[config.mk]
export PLATFORM = sky130hd
export DESIGN_NAME = lsu_mem_ctrl
export DESIGN_NICKNAME = d
export VERILOG_FILES = /design/src/rtl/lsu_pkg.sv /design/src/rtl/lsu_load_align.sv /design/src/rtl/lsu_mem_ctrl.sv
export SDC_FILE = /design/constraint.sdc
export NUM_CORES = 1
export LEC_CHECK = 0
export ABC_CLOCK_PERIOD_IN_PS = 5430
export BUFFER_PORTS_ARGS = -buffer_cell sky130_fd_sc_hd__buf_2
export CAP_MARGIN = 0
export CELL_PAD_IN_SITES_DETAIL_PLACEMENT = 0
export CELL_PAD_IN_SITES_GLOBAL_PLACEMENT = 1
export CORE_ASPECT_RATIO = 1.5
export CORE_MARGIN = 5
export CORE_UTILIZATION = 44
export DETAILED_ROUTE_END_ITERATION = 7
export GPL_ROUTABILITY_DRIVEN = 0
export PLACE_DENSITY = 0.95
export SYNTH_ARGS = -nofsm -noshare
export SYNTH_HDL_FRONTEND = slang
export SYNTH_SLANG_ARGS = --single-unit
[constraint.sdc]
create_clock -name clk -period 5.43 [get_ports clk]
set_clock_uncertainty 0.15 [all_clocks]
set_input_delay 0.543 -clock clk [delete_from_list [all_inputs] [get_ports clk]]
set_output_delay 0.543 -clock clk [all_outputs]
set_load 0.02 [all_outputs]
[src/rtl/lsu_pkg.sv]
// Shared types and encodings for the load/store sequencer.
// Holds FSM states, funct3/size codes and the registered request record.
package lsu_pkg;

  typedef enum logic [2:0] {
    IDLE = 3'd0,
    LD0  = 3'd1,
    LD1  = 3'd2,
    ST   = 3'd3,
    RESP = 3'd4
  } lsu_state_e;

  localparam logic [2:0] F3_LB  = 3'b000;
  localparam logic [2:0] F3_LH  = 3'b001;
  localparam logic [2:0] F3_LW  = 3'b010;
  localparam logic [2:0] F3_LBU = 3'b100;
  localparam logic [2:0] F3_LHU = 3'b101;
  localparam logic [2:0] F3_SB  = 3'b000;
  localparam logic [2:0] F3_SH  = 3'b001;
  localparam logic [2:0] F3_SW  = 3'b010;

  localparam logic [2:0] SZ_BYTE = 3'b000;
  localparam logic [2:0] SZ_HALF = 3'b001;
  localparam logic [2:0] SZ_WORD = 3'b010;

  typedef struct packed {
    logic        we;
    logic [2:0]  funct3;
    logic [31:0] addr;
    logic [31:0] wdata;
  } lsu_req_t;

  // Access width in bytes; the 11 encoding always faults, so its value is don't-care.
  function automatic logic [2:0] nbytes(input logic [1:0] sz);
    case (sz)
      2'b00:   return 3'd1;
      2'b01:   return 3'd2;
      default: return 3'd4;
    endcase
  endfunction

endpackage

[src/rtl/lsu_load_align.sv]
// Extracts the addressed bytes from up to two aligned memory words and
// sign/zero-extends them according to the load funct3.
module lsu_load_align
  import lsu_pkg::*;
(
  input  logic [31:0] w0,
  input  logic [31:0] w1,
  input  logic [1:0]  off,
  input  logic [2:0]  funct3,
  output logic [31:0] data
);

  logic [63:0] both;
  logic [31:0] sel;

  always_comb begin
    both = {w1, w0} >> {off, 3'b000};
    sel  = both[31:0];
    case (funct3)
      F3_LB:   data = {{24{sel[7]}}, sel[7:0]};
      F3_LH:   data = {{16{sel[15]}}, sel[15:0]};
      F3_LBU:  data = {24'b0, sel[7:0]};
      F3_LHU:  data = {16'b0, sel[15:0]};
      default: data = sel;
    endcase
  end

endmodule

[src/rtl/lsu_mem_ctrl.sv]
// Load/store sequencer: window/funct3 fault check, word-aligned reads with
// optional second word, and byte-split writes for misaligned stores.
module lsu_mem_ctrl
  import lsu_pkg::*;
#(
  parameter logic [31:0] BASE_ADDR = 32'h8000_0000,
  parameter int unsigned DEPTH     = 256
) (
  input  logic        clk,
  input  logic        reset,
  input  logic        req_valid,
  output logic        req_ready,
  input  logic        req_we,
  input  logic [2:0]  req_funct3,
  input  logic [31:0] req_addr,
  input  logic [31:0] req_wdata,
  output logic        resp_valid,
  input  logic        resp_ready,
  output logic [31:0] resp_rdata,
  output logic        resp_err,
  output logic        mem_wr_en,
  output logic        mem_rd_en,
  output logic [31:0] mem_addr,
  output logic [31:0] mem_wdata,
  output logic [2:0]  mem_size,
  input  logic [31:0] mem_rdata
);

  localparam logic [32:0] LIMIT = {1'b0, BASE_ADDR} + 33'(DEPTH) - 33'd1;

  lsu_state_e  state, state_nxt;
  lsu_req_t    r;
  logic        r_err;
  logic [31:0] w0, w1;
  logic [1:0]  cnt;

  logic [2:0]  in_nb;
  logic [32:0] in_last;
  logic        in_bad_f3, in_fault;
  logic        accept;

  logic [2:0]  r_nb;
  logic [1:0]  r_off;
  logic        r_aligned, r_cross;
  logic [1:0]  st_last;
  logic [31:0] ld_data;

  // Last byte computed in 33 bits so addresses near 2^32 cannot wrap into the window.
  always_comb begin
    in_nb     = nbytes(req_funct3[1:0]);
    in_last   = {1'b0, req_addr} + {30'b0, in_nb} - 33'd1;
    in_bad_f3 = req_we ? (req_funct3[2] || req_funct3[1:0] == 2'b11)
                       : (req_funct3[1:0] == 2'b11 || req_funct3 == 3'b110);
    in_fault  = in_bad_f3 || (req_addr < BASE_ADDR) || (in_last > LIMIT);
  end

  assign accept    = req_valid && (state == IDLE);
  assign r_nb      = nbytes(r.funct3[1:0]);
  assign r_off     = r.addr[1:0];
  assign r_aligned = (r_nb == 3'd1) || (r_nb == 3'd2 && !r_off[0]) || (r_off == 2'd0);
  assign r_cross   = ({1'b0, r_off} + r_nb) > 3'd4;
  assign st_last   = r_aligned ? 2'd0 : 2'(r_nb - 3'd1);

  lsu_load_align u_align (
    .w0     (w0),
    .w1     (w1),
    .off    (r_off),
    .funct3 (r.funct3),
    .data   (ld_data)
  );

  always_ff @(posedge clk or negedge reset) begin
    if (!reset) state <= IDLE;
    else        state <= state_nxt;
  end

  always_comb begin
    state_nxt = state;
    case (state)
      IDLE: if (req_valid) state_nxt = in_fault ? RESP : (req_we ? ST : LD0);
      LD0:  state_nxt = r_cross ? LD1 : RESP;
      LD1:  state_nxt = RESP;
      ST:   if (cnt == st_last) state_nxt = RESP;
      RESP: if (resp_ready) state_nxt = IDLE;
      default: state_nxt = IDLE;
    endcase
  end

  always_ff @(posedge clk or negedge reset) begin
    if (!reset) begin
      r     <= '0;
      r_err <= 1'b0;
      w0    <= '0;
      w1    <= '0;
      cnt   <= '0;
    end else begin
      if (accept) begin
        r     <= '{we: req_we, funct3: req_funct3, addr: req_addr, wdata: req_wdata};
        r_err <= in_fault;
        w0    <= '0;
        w1    <= '0;
        cnt   <= '0;
      end
      case (state)
        LD0:     w0  <= mem_rdata;
        LD1:     w1  <= mem_rdata;
        ST:      cnt <= cnt + 2'd1;
        default: ;
      endcase
    end
  end

  always_comb begin
    req_ready  = (state == IDLE);
    resp_valid = 1'b0;
    resp_err   = 1'b0;
    resp_rdata = '0;
    mem_wr_en  = 1'b0;
    mem_rd_en  = 1'b0;
    mem_addr   = '0;
    mem_wdata  = '0;
    mem_size   = SZ_BYTE;
    case (state)
      LD0: begin
        mem_rd_en = 1'b1;
        mem_addr  = {r.addr[31:2], 2'b00};
        mem_size  = SZ_WORD;
      end
      LD1: begin
        mem_rd_en = 1'b1;
        mem_addr  = {r.addr[31:2], 2'b00} + 32'd4;
        mem_size  = SZ_WORD;
      end
      ST: begin
        mem_wr_en = 1'b1;
        if (r_aligned) begin
          mem_addr  = r.addr;
          mem_wdata = r.wdata;
          mem_size  = {1'b0, r.funct3[1:0]};
        end else begin
          mem_addr  = r.addr + {30'b0, cnt};
          mem_wdata = {24'b0, r.wdata[{cnt, 3'b000} +: 8]};
        end
      end
      RESP: begin
        resp_valid = 1'b1;
        resp_err   = r_err;
        resp_rdata = (!r.we && !r_err) ? ld_data : '0;
      end
      default: ;
    endcase
  end

endmodule

Word-level counts from Yosys, hierarchy flattened
Index checks and enable logic that the tools add are counted.
- bits in registers: 138
- bits of input ports: 104
- word-level logic and storage cells: 89
- $add $sub $neg: 7
- order comparisons: 3
- equal/unequal tests: 17
- shifts and indexed selects: 2
- multiplexer cells: 29
- reduce and logical (&&, ||, !) cells: 22
- operators by type and width (cell ; count):
    32-bit two-way mux ; 8
    32-bit one-hot mux with 4 select lines ; 1
    32-bit one-hot mux with 3 select lines ; 1
    64-bit by 5-bit >> shifter with 32-bit output ; 1
    32-bit by 3-bit adder with 33-bit output ; 1
    33-bit by 32-bit greater-than comparator with 1-bit output, second input constant ; 1
    33-bit by 1-bit subtractor with 33-bit output, second input constant ; 1
    32-bit by 2-bit adder with 32-bit output ; 1
    32-bit by 3-bit adder with 32-bit output, second input constant ; 1
    32-bit < comparator, second input constant ; 1
    32-bit by 6-bit indexed part select with 8-bit output ; 1
    3-bit two-way mux ; 5
    3-bit one-hot mux with 5 select lines ; 1
    3-bit equality test, second input constant ; 4
    3-bit one-hot mux with 2 select lines ; 2
    2-bit two-way mux ; 5
    3-bit by 1-bit equality test with 1-bit output, second input constant ; 3
    3-bit by 2-bit equality test with 1-bit output, second input constant ; 3
    2-bit zero test ; 3
    3-bit zero test ; 2
    1-bit logical OR ; 6
    2-bit != test, second input constant ; 3
    2-bit nonzero test ; 3
    1-bit two-way mux ; 5
    12 further kinds ; 17

Depth between registers and ports, before layout
- word-level depth: 10
- gate-level depth with buffers: 15

By module
From an unflattened synthesis, not the netlist that was laid out.
- cell total of the unflattened synthesis: 1345
- area total of the unflattened synthesis: 10460.0 µm²
- modules (own cells, without submodules) (module ; instances ; cells each ; area each (µm²) ; seq. area each (µm²)):
    lsu_mem_ctrl ; 1 ; 1244 ; 9340.2 ; 3453.3
    lsu_load_align ; 1 ; 101 ; 1119.8 ; 0.0

Least setup slack after synthesis
Ideal clock, no wire load.
- path kind: input to register
- from: input req_funct3[0]
- to: register r_err
- library setup time: 0.125 ns
- data arrival time: 3.377 ns
- setup slack: 1.778 ns
- stages on the path: 14
- path buffers: 0
- cell sequence: or2_2 > ha_1 > inv_1 > ha_1 > fa_1 > a21oi_1 > o22ai_1 > o21ai_1 > a211o_1 > and3_1 > a2111o_1 > a2111oi_4 > a41oi_2 > mux2_4
- longest elaborated chain between the ends: 6
- elaborated cells on any way between the ends: 13
- those cells by class: add/sub (2); order compare (1); eq/ne (3); mux (2); reduce/logical (5)
- ends and longest elaborated chain (item ; line ; source):
    start: declaration ; lsu_mem_ctrl.sv:14 ; input logic [2:0] req_funct3,
    2-bit by 1-bit equality test with 1-bit output or 2-bit zero test (tied branches) ; lsu_pkg.sv:35 ; case (sz)
    3-bit one-hot mux with 2 select lines ; lsu_pkg.sv:35 ;
    32-bit by 3-bit adder with 33-bit output ; lsu_mem_ctrl.sv:51 ; in_last = {1'b0, req_addr} + {30'b0, in_nb} - 33'd1;
    33-bit by 1-bit subtractor with 33-bit output ; lsu_mem_ctrl.sv:51 ;
    33-bit by 32-bit greater-than comparator with 1-bit output ; lsu_mem_ctrl.sv:54 ; in_fault = in_bad_f3 || (req_addr < BASE_ADDR) || (in_last > LIMIT);
    1-bit logical OR (*) ; lsu_mem_ctrl.sv:54 ;
    end signal: assignment ; lsu_mem_ctrl.sv:99 ; r_err <= in_fault;
    end: declaration ; lsu_mem_ctrl.sv:33 ; logic r_err;
Mark *: on every way between the ends. The rest lies on a longest branch, timed or not.
A chain may end at the register's enable or synchronous reset.

Final worst setup path
- from: register state[2]
- to: output mem_addr[11]
- longest elaborated chain between the ends: 2
- elaborated cells on any way between the ends: 4
- those cells by class: eq/ne (3); mux (1)
- ends and longest elaborated chain (item ; line ; source):
    start: declaration ; lsu_mem_ctrl.sv:31 ; lsu_state_e state, state_nxt;
    start signal: assignment ; lsu_mem_ctrl.sv:74 ; else state <= state_nxt;
    3-bit by 2-bit equality test with 1-bit output or 3-bit by 1-bit equality test with 1-bit output (tied branches) ; lsu_mem_ctrl.sv:123 ; case (state)
    32-bit one-hot mux with 3 select lines (*) ; lsu_mem_ctrl.sv:123 ;
    end: declaration ; lsu_mem_ctrl.sv:23 ; output logic [31:0] mem_addr,
Marks and branches as above.

==> reports/results.ini <==
[run_status]
status=completed

[clocking]
clock_sinks=130
cts_setup_buffers=0
clock_path_buffers=2
cts.htree.levels=4
clk_latency_ns=0.41
cts-buffers-inserted=17
path_clk_slew_ns=0.06
cts_root_buffer=clkbuf_16
cts_tree=yes

[die]
io-pin-count=208
floorplan.initialDensity_pct=44.52
dieArea_um2=25010
num_rows=66
die_h_um=191.2
die_w_um=130.8
coreArea_um2=21640

[synth]
synth-seq-cells=130
synthFlopType=dfrtp_1
syn_area_per_cell_um2=7.876
synth.area.mux_share_pct=9.184
synth_seq_area_share_pct=33.78
synth_cell_types=69
synth_top_family_by_area=simple AND/OR/NAND/NOR gates
synth-compound-area-share_pct=18.56
synth_xor_area_share_pct=1.364
yosysWarnings=0
syn_area_um2=9632
synthCells=1223
async_flop_share_pct=100.0
synth_simple_gate_area_share_pct=25.12
synth-edff-count=0
post_synth_fa_ha_maj_area_fraction_pct=5.690
postSynthNetCount=1369

[worst_setup_path]
critical_path.slowest_cell=dfrtp_1
critPathKind=flop to output port
required_ns=4.74
worst-path-buf-inv=2
cp.arrival_ns=3.57
worstSetupEndpointType=output port
start_kind=flop
cp_top_family=compound AO/OA/AOI/OAI gates
crit_chain=nor2_1, nand2_1, inv_1, a21oi_1, a21oi_1, o21ai_0, o31ai_1, buf_2
slowest_delay_ns=0.80
cp_common_cell=a21oi_1
crit_fanout=21

[finish]
layout-drive-gt1-share_pct=22.17
nets=1537
syn2layout_area_growth_pct=18.81

[sta]
report.final.slew_viol_count=0
slew-limit-headroom_pct=20.35
hold_viol=0
worstMarginPinSlew_ns=1.190
rsz0062_at_grt=false
setup_viol=0
min_period_ns=4.266
fin_crit_sh_pct=78.56
fmax_mhz=234.4
fin_setup_tns_ns=0

[drt]
ant_nets=0
routed_via_density=5.755
wire_per_inst_um=18.70
via_count=9663
drt-initial-drc-count=937
drt_wl_total_mm=31.40
met2_length_mm=16.75
drtPass1Iterations=5
wl_met1_mm=11.63
drc_errors=0
wl_met3_mm=1.720
highest_layer=met4

[power_and_ir_drop]
total_power_uw=3897
ir_worst_vdd_uv=200.3
leakagePower_uw=0.005618
p_per_area_nw_per_um2=340.5

[min_path]
holdCritPathClass=input pin to flop

[global_route]
grt_pass1_vias=9438
grt_first_pass_wirelength_mm=48.91
grt_max_degree=90
grt_util_all_layers_pct=25.15
antenna_found_initial=4
grt-ovfl-total=0

[place]
hpwl_mm=23.83
numPortBuffers=206

[job]
max_cap_violations=0

cell families (layout without fill, tap and decap cells):
group | count (synthesis) | after routing
and+or+nand+nor | 544 | 544
AOI/OAI and AO/OA | 291 | 291
buffers and inverters | 151 | 331
DFF | 130 | 130
muxes | 49 | 49
adders and majority gates | 42 | 42
xor gates and xnor gates | 15 | 15
other | 1 | 5
placed cells by master (no fill, tap or decap), types with 13 or more instances in the layout:
cell type / netlist / routed
nand2_1: 314 / 313
buf_4: 1 / 13
nor3_1: 19 / 18
a21oi_1: 82 / 82
dfrtp_1: 130 / 129
and2_1: 29 / 29
buf_2: 2 / 205
nor2_1: 66 / 65
inv_1: 80 / 80
ha_1: 39 / 39
mux4_2: 30 / 30
a22o_1: 13 / 13
clkbuf_16: 0 / 17
o21ai_0: 104 / 104
nand3_1: 46 / 46
timing repair:
item                      CTS  global route
hold buffers                1             0
hold endpoints to repair    8             0
gates resized for setup     0             0
power by group:
group          internal, uW  total (uW)  switching [uW]
Sequential             1220        1530             312
Combinational           475        1220             741
Clock                   740        1150             412
worst reg2reg max path, cell delays in order, from the launching register on:
cell     delay (ns)
dfrtp_1        0.70
or2_2          0.59
inv_1          0.12
ha_1           0.16
inv_1          0.05
fa_1           0.47
inv_1          0.03
o21ai_0        0.30
a21oi_1        0.12
nor2_1         0.12
nand2_1        0.07
o21ai_0        0.12
a21o_1         0.11
per-layer routing:
layer | up-vias | track usage, %
met5 | - | 0
met4 | 0 | 12.19
met3 | 80 | 3.131
met2 | 362 | 45.20
met1 | 4625 | 29.01
li1 | 4596 | -
synth_stat cells (5+ instances only):
cell	number	share of area (%)
a22oi_1	10	0.78
o21ai_0	104	5.4
and3_1	11	0.71
nand4_1	10	0.65
mux4_2	30	7.0
mux2i_1	7	0.73
o21bai_1	5	0.39
clkbuf_1	60	2.3
o211ai_1	6	0.47
a22o_1	13	1.2
a21oi_1	82	4.3
nand2_1	314	12
o31ai_1	5	0.39
mux2_2	11	1.3
nor2b_1	10	0.65
nor3_1	19	0.99
nand3_1	46	2.4
xnor2_1	11	1.0
a31oi_1	6	0.39
ha_1	39	5.1
nor2_1	66	2.6
dfrtp_1	130	34
a211oi_1	11	0.86
and2_1	29	1.9
inv_1	80	3.1
or3_1	8	0.52
o21ai_1	11	0.57
nor4_1	6	0.39
worst paths after layout:
path	start	end	slack, ns	depth (start not counted)
setup / recovery	state[2]	mem_addr[11]	1.16	8
hold / removal	req_wdata[18]	r[18]	0.16	3
setup reg to reg	r[65]	state[2]	2.26	12
hold reg to reg	r[67]	r[67]	0.33	2
max in group asynchronous	reset	r[28]	3.54	3
min in group asynchronous	reset	w0[20]	0.35	2
through the flow:
step | cells | setup slack [ns] | area, um2 | util [%] | hold WS [ns]
detailed placement | 1643 | 1.263 | 10830 | 50.05 | 0.2303
CTS | 1675 | 1.189 | 11430 | 52.85 | 0.1529
global route | 1679 | 0.9149 | 11440 | 52.89 | 0.1612
floorplan | 1223 | 1.778 | 9632 | - | 0.09741
finish | 1679 | 1.164 | 11440 | 52.89 | 0.1650
global placement | 1643 | 1.322 | 10830 | 50.05 | 0.2271
final cells by class:
class | count | area, um2
Timing Repair Buffer | 220 | 1154
Clock inverter | 10 | 133.9
Clock buffer | 21 | 460.4
Fill cell | 2171 | 10190
Multi-Input combinational cell | 942 | 5791
Antenna cell | 4 | 10.01
Inverter | 80 | 300.3
Tap cell | 272 | 340.3
Sequential cell | 130 | 3254
sequential cells by signal (all words and copies together), names as in the netlist:
register	flops
r	68
w0	32
w1	24
state	3
cnt	2
r_err	1
No activity file was read; power rests on OpenSTA's default activity.
